==> config.mk <==
export PLATFORM = sky130hd
export DESIGN_NAME = game_status_ctrl_module
export DESIGN_NICKNAME = d
export VERILOG_FILES = /design/src/rtl/snake_game_pkg.sv /design/src/rtl/bcd2_sat_adder.sv /design/src/rtl/game_status_ctrl_module.sv
export SDC_FILE = /design/constraint.sdc
export NUM_CORES = 1
export LEC_CHECK = 0
export ABC_AREA = 0
export CELL_PAD_IN_SITES_DETAIL_PLACEMENT = 1
export CELL_PAD_IN_SITES_GLOBAL_PLACEMENT = 1
export CORE_MARGIN = 2
export CORE_UTILIZATION = 45
export DETAILED_ROUTE_END_ITERATION = 10
export PLACE_DENSITY_LB_ADDON = 0.1
export SYNTH_ARGS = -nofsm -noshare
export SYNTH_HDL_FRONTEND = slang
export SYNTH_SLANG_ARGS = --single-unit
==> constraint.sdc <==
create_clock -name Clk_50mhz -period 3.6 [get_ports Clk_50mhz]
set_input_delay 0.36 -clock Clk_50mhz [delete_from_list [all_inputs] [get_ports Clk_50mhz]]
set_output_delay 0.36 -clock Clk_50mhz [all_outputs]
set_load 0.005 [all_outputs]
==> src/rtl/snake_game_pkg.sv <==
// Shared constants for the snake game: one-hot game status encoding and BCD score format.
// Any block that decodes Game_status imports the same constants.
package snake_game_pkg;

   localparam int unsigned BCD_DIGIT_W = 4;
   localparam int unsigned BCD_SCORE_W = 2 * BCD_DIGIT_W;

   localparam logic [2:0] ST_START = 3'b001;
   localparam logic [2:0] ST_PLAY  = 3'b010;
   localparam logic [2:0] ST_END   = 3'b100;

   localparam logic [BCD_SCORE_W-1:0] BCD_SCORE_MAX = 8'h99;

   typedef enum logic [2:0] {
      S_START = ST_START,
      S_PLAY  = ST_PLAY,
      S_END   = ST_END
   } game_state_e;

   function automatic logic [1:0] apple_points(input logic apple_type);
      return apple_type ? 2'd2 : 2'd1;
   endfunction

endpackage

==> src/rtl/bcd2_sat_adder.sv <==
// Two-digit BCD plus a small increment, saturating at 99.
// Inputs are assumed to be valid BCD.
module bcd2_sat_adder
   import snake_game_pkg::*;
(
   input  logic [BCD_SCORE_W-1:0] bcd_in,
   input  logic [1:0]             inc,
   output logic [BCD_SCORE_W-1:0] bcd_out
);

   logic [BCD_DIGIT_W:0]   units_raw;
   logic [BCD_DIGIT_W:0]   tens_raw;
   logic [BCD_DIGIT_W-1:0] units;
   logic                   carry;

   always_comb begin
      units_raw = {1'b0, bcd_in[BCD_DIGIT_W-1:0]} + (BCD_DIGIT_W+1)'(inc);
      carry     = (units_raw > 5'd9);
      units     = carry ? BCD_DIGIT_W'(units_raw - 5'd10) : units_raw[BCD_DIGIT_W-1:0];
      tens_raw  = {1'b0, bcd_in[BCD_SCORE_W-1:BCD_DIGIT_W]} + (BCD_DIGIT_W+1)'(carry);
      bcd_out   = {tens_raw[BCD_DIGIT_W-1:0], units};
      if (tens_raw > 5'd9) begin
         bcd_out = BCD_SCORE_MAX;
      end
   end

endmodule

==> src/rtl/game_status_ctrl_module.sv <==
// Snake game sequencer: START/PLAY/END status, BCD score and high score,
// restart pulse into the snake/apple logic and END-screen flash enable.
//
// state   | meaning
// S_START | title screen, waiting for Key_start
// S_PLAY  | game running, apples scored, collisions end the game
// S_END   | game over, flash display, Key_start honoured after hold time
module game_status_ctrl_module
   import snake_game_pkg::*;
#(
   parameter int unsigned END_HOLD_CYCLES   = 50_000_000,
   parameter int unsigned FLASH_HALF_CYCLES = 12_500_000
) (
   input  logic                   Clk_50mhz,
   input  logic                   Rst,
   input  logic                   Key_start,
   input  logic                   Body_add_sig,
   input  logic                   Apple_type,
   input  logic                   Hit_wall_sig,
   input  logic                   Hit_body_sig,
   output logic [2:0]             Game_status,
   output logic [BCD_SCORE_W-1:0] Score_bcd,
   output logic [BCD_SCORE_W-1:0] High_score_bcd,
   output logic                   Restart_pulse,
   output logic                   Flash_sig
);

   localparam int unsigned HOLD_W  = $clog2(END_HOLD_CYCLES + 1);
   localparam int unsigned FLASH_W = $clog2(FLASH_HALF_CYCLES + 1);

   localparam logic [HOLD_W-1:0]  HOLD_MAX   = HOLD_W'(END_HOLD_CYCLES);
   localparam logic [FLASH_W-1:0] FLASH_LAST = FLASH_W'(FLASH_HALF_CYCLES - 1);

   game_state_e            state;
   logic [HOLD_W-1:0]      hold_cnt;
   logic [FLASH_W-1:0]     flash_cnt;
   logic                   body_add_d;
   logic                   apple_rise;
   logic                   hold_done;
   logic                   collision;
   logic [BCD_SCORE_W-1:0] score_sum;

   assign apple_rise  = Body_add_sig & ~body_add_d;
   assign hold_done   = (hold_cnt == HOLD_MAX);
   assign collision   = Hit_wall_sig | Hit_body_sig;
   assign Game_status = state;

   bcd2_sat_adder u_score_add (
      .bcd_in  (Score_bcd),
      .inc     (apple_points(Apple_type)),
      .bcd_out (score_sum)
   );

   always_ff @(posedge Clk_50mhz) begin
      if (Rst) begin
         state          <= S_START;
         Score_bcd      <= '0;
         High_score_bcd <= '0;
         Restart_pulse  <= 1'b0;
         Flash_sig      <= 1'b0;
         hold_cnt       <= '0;
         flash_cnt      <= '0;
         body_add_d     <= 1'b0;
      end else begin
         body_add_d    <= Body_add_sig;
         Restart_pulse <= 1'b0;
         case (state)
            S_START: begin
               if (Key_start) begin
                  state         <= S_PLAY;
                  Restart_pulse <= 1'b1;
                  Score_bcd     <= '0;
               end
            end
            S_PLAY: begin
               // A collision in the same cycle as an apple rise discards the apple.
               if (collision) begin
                  state     <= S_END;
                  hold_cnt  <= '0;
                  flash_cnt <= '0;
                  Flash_sig <= 1'b1;
                  if (Score_bcd > High_score_bcd) begin
                     High_score_bcd <= Score_bcd;
                  end
               end else if (apple_rise) begin
                  Score_bcd <= score_sum;
               end
            end
            S_END: begin
               if (Key_start && hold_done) begin
                  state     <= S_START;
                  hold_cnt  <= '0;
                  flash_cnt <= '0;
                  Flash_sig <= 1'b0;
               end else begin
                  if (!hold_done) begin
                     hold_cnt <= hold_cnt + HOLD_W'(1);
                  end
                  if (flash_cnt == FLASH_LAST) begin
                     flash_cnt <= '0;
                     Flash_sig <= ~Flash_sig;
                  end else begin
                     flash_cnt <= flash_cnt + FLASH_W'(1);
                  end
               end
            end
            default: begin
               state     <= S_START;
               hold_cnt  <= '0;
               flash_cnt <= '0;
               Flash_sig <= 1'b0;
            end
         endcase
      end
   end

endmodule

==> flow_metrics.py, run 1 <==
metrics = {
    "timing": {
        "layout_setup_ws_ns": 0.195,
        "max_slew_margin": 0.483,
        "final.min_clock_period_ns": 3.41,
        "worst_slew_pin_slew_ns": 0.776,
        "timing.final.max_slew_violations": 0,
        "final.hold.worst_slack_ns": 0.476,
        "final.period_utilization": 0.946,
        "setup_viol": 0,
        "clock.fmax_mhz": 294,
        "finalHoldViolations": 0,
        "timing.clock.skew_ns": 0.0108,
        "totalNegativeSetupSlack_ns": 0,
    },
    "global_routing": {
        "grt.met1_usage": 0.307,
        "groute.layer.met2.usage": 0.407,
        "vias_in_the_first_global_route": 3794,
        "grt_overall_usage": 0.236,
        "initial_antenna_violation_count": 0,
        "grt_start_max_net_pins": 28,
        "gr-max-usage-layer": "met2",
        "wire_length_of_the_first_global_routing_pass_um": 18800,
        "globalRouteMet3Util": 0.0340,
        "gr-total-overflow": 0,
    },
    "clock_tree": {
        "cts_num_sinks": 72,
        "cts-htree-levels": 3,
        "tritoncts_clock_tree": "yes",
        "cts_buffer_depth": 2,
        "number_of_hold_buffers_added_after_cts": 0,
        "clk_root_buffer_cell": "clkbuf_8",
        "clock_insertion_delay_worst_skew_ns": 0.34,
        "cts_made_buffers": 9,
        "clkSlewWorstSetupHoldPaths_ns": 0.08,
    },
    "run": {
        "cap_violations": 0,
    },
    "yosys": {
        "synthCells": 485,
        "postSynthAreaPerCell_um2": 8.39,
        "synth.yosys.warnings": 0,
        "synthDominantCellAreaShare": 0.354,
        "synth_seq_cells": 72,
        "postSynth.asyncResetShare": 0,
        "synth_enable_flop_cells": 0,
        "unique_cell_type_count_in_the_yosys_netlist": 59,
        "synthesis.area_um2": 4070,
        "postSynthNetCount": 509,
        "synth_seq_area_share": 0.354,
        "synth_top_area_cells": "dfxtp_1 35%, xnor2_1 5.2%, ha_1 4.9%",
        "synth_top_area_cell": "dfxtp_1",
        "yosys_most_used_dff": "dfxtp_1",
    },
    "pwr": {
        "total_power_mw": 2.29,
        "leakage_nw": 1.54,
        "power.ir.vdd_worst_v": 0.000248,
        "p_per_area_nw_per_um2": 484,
    },
    "final_layout": {
        "final_cell_mix": "72 x dfxtp_1, 39 x nor3_1, 33 x nor2_1",
        "stdcell_count": 626,
        "most_frequent_standard_cell_in_the_layout_excluding_fill_and_tap_cells": "dfxtp_1",
        "fin_area_um2": 4720,
        "antenna_cells_inserted": 0,
        "finish.net_count": 537,
        "area_growth_syn_to_layout_pct": 16.1,
        "post_route_cells_drive_above_1_share": 0.0792,
        "post-route-util": 0.539,
    },
    "routing": {
        "drt-vias-per-instance": 5.95,
        "ant_nets": 0,
        "totalWireLength_um": 11200,
        "detail_route.wl_per_cell_um": 17.8,
        "dr.first_iter.drc_count": 153,
        "via_count": 3724,
        "drt-pass1-iter-count": 4,
        "route.detailed.drc": 0,
    },
    "worst_setup_path": {
        "timing.reg2reg.setup_slack_ns": 0.42,
        "crit_top_cell": "ha_1",
        "crit_path_end_kind": "flip-flop",
        "cp_cell_sequence": "clkdlybuf4s50_1 -> inv_1 -> ha_1 -> inv_1 -> fa_1 -> nand2_1 -> a21oi_1 -> nor2_1 -> ha_1 -> ha_1 -> nand2b_1 -> a31oi_1 -> nor3_2 -> or4b_1 -> a21oi_1",
        "critPathLaunchType": "input port",
        "critical_path.slowest_cell": "fa_1",
        "cp_class": "input port to flip-flop",
        "critical_path_arrival_ns": 3.68,
        "critical-path-max-stage-delay_ns": 0.52,
        "critical_path_peak_fanout": 5,
        "worst_ep_required_time_ns": 3.88,
    },
    "die": {
        "ioPinCount": 28,
        "fp.dieArea_um2": 9820,
        "floorplan.die.height_um": 99.1,
        "floorplan.initialDensity": 0.464,
        "std_cell_rows": 34,
        "core_area_um2": 8760,
        "die_w_um": 99.1,
    },
    "run_status": {
        "status": "finished clean",
    },
    "placed_design": {
        "dpl.hpwl_um": 7740,
        "placement.setup.worst_slack_ns": -0.100,
        "dp.cells": 610,
        "port_buffers": 27,
        "gp_congestion": 0.823,
        "dpl-instance-area_um2": 4460,
    },
    "min_path": {
        "worstHoldPathType": "input port to flip-flop",
    },
}
[critical path, delay by kind of cell]
kind                     cells  cell delay, ns
AND/OR/NAND/NOR              5            0.93
buffers and inverters        3            0.59
AO/OA/AOI/OAI                3            0.55
adder cells (fa/ha/maj)      4            1.24
[where the power goes]
part,internal (mW),switching (mW)
Sequential,0.824,0.0433
Clock,0.497,0.316
Combinational,0.191,0.417
[final cells by class]
class | instances | area [um^2]
Fill cell | 1047 | 4040
Multi-Input combinational cell | 370 | 2460
Sequential cell | 72 | 1440
Clock buffer | 11 | 151
Tap cell | 108 | 135
Timing Repair Buffer | 40 | 363
Clock inverter | 5 | 103
Inverter | 20 | 75.1
[cells in the mapped netlist (2+ instances only)]
cell      instances
a211oi_1          4
a21o_1            5
a21oi_1          27
a22oi_1           2
a311oi_1          3
a31oi_1           4
and2_1            9
and3_1            8
and4_1            3
buf_2             7
clkbuf_1         14
dfxtp_1          72
ha_1             16
inv_1            20
mux2i_1           4
nand2_1          25
nand2b_1          5
nand3_1          31
nand4_1          15
nand4b_1          2
nor2_1           34
nor2b_1           6
nor3_1           40
nor3b_1           4
nor4_1            8
nor4b_1          11
nor4bb_1          3
o211a_1           2
o211ai_1          4
o21a_1            3
o21ai_0          18
o311ai_0          3
o31a_1            2
o31ai_1           2
or3_1             5
xnor2_1          24
xor2_1           18
[what timing repair did]
item	CTS	global route
setup buffers	0	0
endpoints found under the setup margin	0	4
gates resized for setup	0	2
[layer usage]
layer | part of all wire | vias up | wire (um)
li1 | - | 1824 | -
met1 | 0.47 | 1842 | 5260
met2 | 0.49 | 46 | 5480
met3 | 0.026 | 12 | 286
met4 | 0.011 | 0 | 127
met5 | 0 | - | 0
[logic make-up (layout without fill, tap and decap cells)]
| family | Yosys count | in the layout | share of synthesized area |
|---|---|---|---|
| AO/OA/AOI/OAI | 87 | 87 | 0.143 |
| XOR/XNOR | 42 | 42 | 0.0904 |
| adder cells (fa/ha/maj) | 17 | 17 | 0.0541 |
| buffers and inverters | 43 | 76 | 0.0437 |
| flip-flops | 72 | 72 | 0.354 |
| multiplexers | 4 | 4 | 0.00984 |
| AND/OR/NAND/NOR | 220 | 220 | 0.305 |
[sequential cells by signal, indices dropped and copies added (netlist names)]
name	cells
Game_status	3
hold_cnt	26
Restart_pulse	1
flash_cnt	24
Score_bcd	8
High_score_bcd	8
body_add_d	1
Flash_sig	1
[final timing paths]
path / depth (start not counted) / start / end
max reg2reg: 13 / Score_bcd[0] / Score_bcd[2]
min: 2 / Rst / High_score_bcd[5]
max: 15 / Apple_type / Score_bcd[2]
min reg2reg: 2 / High_score_bcd[1] / High_score_bcd[1]
Note: power is estimated with default switching activity, not from simulation.
==> run 2, diff against run 1 <==
Settings changed: CORE_UTILIZATION 45 to 40, DONT_BUFFER_PORTS set to 1.
==> run 2 against run 1 <==
Sequential share of layout area rose by 2.6 points. Clock power decreased by 31%. Critical path type is now flip-flop to flip-flop. Flip-flop and latch count unchanged. Clock-buffer cell count rose by 2. Via count decreased by 3.2%. Non-clock buffer count shrank 32. Critical path depth down 1. Highest routed layer unchanged. Setup slack better by 0.086 ns. Routed wire length shrank 2.6%. Critical endpoint unchanged.
==> flow_metrics.py, run 2 (synthesized netlist as in run 1, its figures left out) <==
metrics = {
    "run_status": {
        "status": "finished clean",
    },
    "pwr": {
        "p_per_area_nw_per_um2": 457,
        "power.ir.vdd_worst_v": 0.000206,
        "sw_frac_of_total": 0.376,
        "power.combinational.fraction": 0.277,
        "seq_power_share": 0.441,
        "leakage_nw": 1.38,
        "netSwitchingPower_mw": 0.748,
        "internal_power_mw": 1.24,
        "p_clk_frac": 0.282,
    },
    "final_layout": {
        "leading_registers_by_flop_count": "hold_cnt: 26 flops, flash_cnt: 24 flops",
        "post_route_cells_drive_above_1_share": 0.0599,
        "max_flop_register": "hold_cnt",
        "final_cell_mix": "72 x dfxtp_1, 39 x nor3_1, 34 x nor2_1",
        "largest_reg_flops": 26,
        "regArea_um2": 1440,
        "area_growth_syn_to_layout_pct": 6.95,
        "finish.net_count": 505,
        "antenna_cells_inserted": 0,
        "fin_area_um2": 4350,
        "most_frequent_standard_cell_in_the_layout_excluding_fill_and_tap_cells": "dfxtp_1",
        "nFillCells": 1221,
        "multi_input_comb_area_um2": 2450,
        "stdcell_count": 617,
    },
    "timing": {
        "final.hold.worst_slack_ns": 0.0703,
        "setup_viol": 0,
        "grt_setup_unrepaired": "no",
        "final.min_clock_period_ns": 3.32,
        "timing.final.max_slew_violations": 0,
        "clock.fmax_mhz": 301,
        "finalHoldViolations": 0,
        "timing.clock.skew_ns": 0.0105,
        "final.period_utilization": 0.922,
        "worst_slew_pin_slew_ns": 0.696,
        "totalNegativeSetupSlack_ns": 0,
        "max_slew_margin": 0.535,
    },
    "routing": {
        "route.detailed.drc": 0,
        "totalWireLength_um": 10900,
        "drt-vias-per-instance": 5.84,
        "drt-pass1-iter-count": 4,
        "dr.first_iter.drc_count": 164,
        "via_count": 3604,
        "ant_nets": 0,
        "detail_route.wl_per_cell_um": 17.6,
    },
    "die": {
        "floorplan.die.height_um": 105,
        "fp.dieArea_um2": 11000,
        "core_area_um2": 9820,
        "die_w_um": 105,
        "std_cell_rows": 36,
        "ioPinCount": 28,
        "floorplan.initialDensity": 0.414,
    },
    "placed_design": {
        "gp_congestion": 0.797,
        "dpl-instance-area_um2": 4190,
        "dp.cells": 603,
        "port_buffers": 0,
        "dpl.hpwl_um": 7530,
    },
    "global_routing": {
        "grt_start_max_net_pins": 51,
        "vias_in_the_first_global_route": 3527,
        "gr-total-overflow": 0,
        "initial_antenna_violation_count": 0,
        "grt_overall_usage": 0.208,
        "wire_length_of_the_first_global_routing_pass_um": 18400,
    },
    "worst_setup_path": {
        "critical_path_peak_fanout": 7,
        "worst_ep_required_time_ns": 3.89,
        "cp_class": "flip-flop to flip-flop",
        "critPathLaunchType": "flip-flop",
        "timing.reg2reg.setup_slack_ns": 0.28,
        "crit_path_end_kind": "flip-flop",
        "critical_path_arrival_ns": 3.61,
    },
    "clock_tree": {
        "cts_num_sinks": 72,
        "clock_insertion_delay_worst_skew_ns": 0.36,
        "tritoncts_clock_tree": "yes",
        "cts_made_buffers": 9,
        "clkSlewWorstSetupHoldPaths_ns": 0.07,
        "cts-htree-levels": 3,
        "cts_buffer_depth": 2,
        "clk_root_buffer_cell": "clkbuf_8",
        "setup_buffers_after_cts": 0,
    },
    "run": {
        "cap_violations": 0,
    },
    "min_path": {
        "worstHoldPathType": "input port to flip-flop",
    },
}
run 2: cell types whose count changed in the layout (fill, tap and decap cells not counted), sizes merged:
cell	before	now
bufinv	3	0
clkdlybuf4s50	26	0
buf	14	8
clkinvlp	1	0
clkbuf	11	13
run 2: what timing repair did:
action                     CTS  global route
gates resized for setup      0             1
setup endpoints to repair    0             1
hold buffers                 0             0
run 2: cell type report:
class | instances | area share
inverters | 20 | 0.0173
multi-input cells | 370 | 0.564
clock inverters | 1 | 0.00115
well taps | 133 | 0.0383
repair buffers | 8 | 0.0138
clock buffers | 13 | 0.0342
flip-flops and latches | 72 | 0.331
run 2: metal layers:
metal  wire length, um  vias up  track usage
li1                  -     1758            -
met1              5170     1786        0.272
met2              5180       50        0.339
met3               385       10       0.0462
met4               130        0       0.0705
met5                 0        -            0
run 2: path summary, 6_finish.rpt:
check,start,endpoint,cells after the start
hold / removal,Rst,flash_cnt[10],1
setup reg to reg,Score_bcd[0],Score_bcd[2],14
hold reg to reg,High_score_bcd[7],High_score_bcd[7],2
setup / recovery,Score_bcd[0],Score_bcd[2],14
run 2: metrics by stage:
stage                      util  power, mW  setup slack (ns)
after floorplan               -       1.31             0.285
after global placement    0.427       1.44             0.309
after detailed placement  0.427       1.45             0.170
after CTS                 0.443       2.02             0.269
after global routing      0.443       2.11           0.00725
final                     0.443       1.99             0.281
run 2: critical path, cell delays in order, from the launching register on:
cell and delay (ns):
dfxtp_1 0.34, ha_1 0.19, inv_1 0.07, fa_1 0.48, inv_1 0.18, a21oi_1 0.09, o21ai_0 0.18, nor2_1 0.07
ha_1 0.24, ha_1 0.33, nand2b_1 0.16, a31oi_1 0.20, nor3_2 0.10, or4b_1 0.48, a21oi_1 0.14
run 2: power by group through the flow:
stage               clock network [mW]  logic, mW  registers (mW)
CTS                              0.579      0.560           0.878
finish                           0.561      0.552           0.877
detailed placement                   0      0.558           0.897
floorplan                            0      0.441           0.872
global route                     0.616      0.610           0.883
global placement                     0      0.548           0.896
==> run 3, diff against run 2 <==
Settings changed: SLEW_MARGIN set to 20.
==> results of run 3 <==
Same layout as run 2: the final DEF is identical, and so are final timing and power.
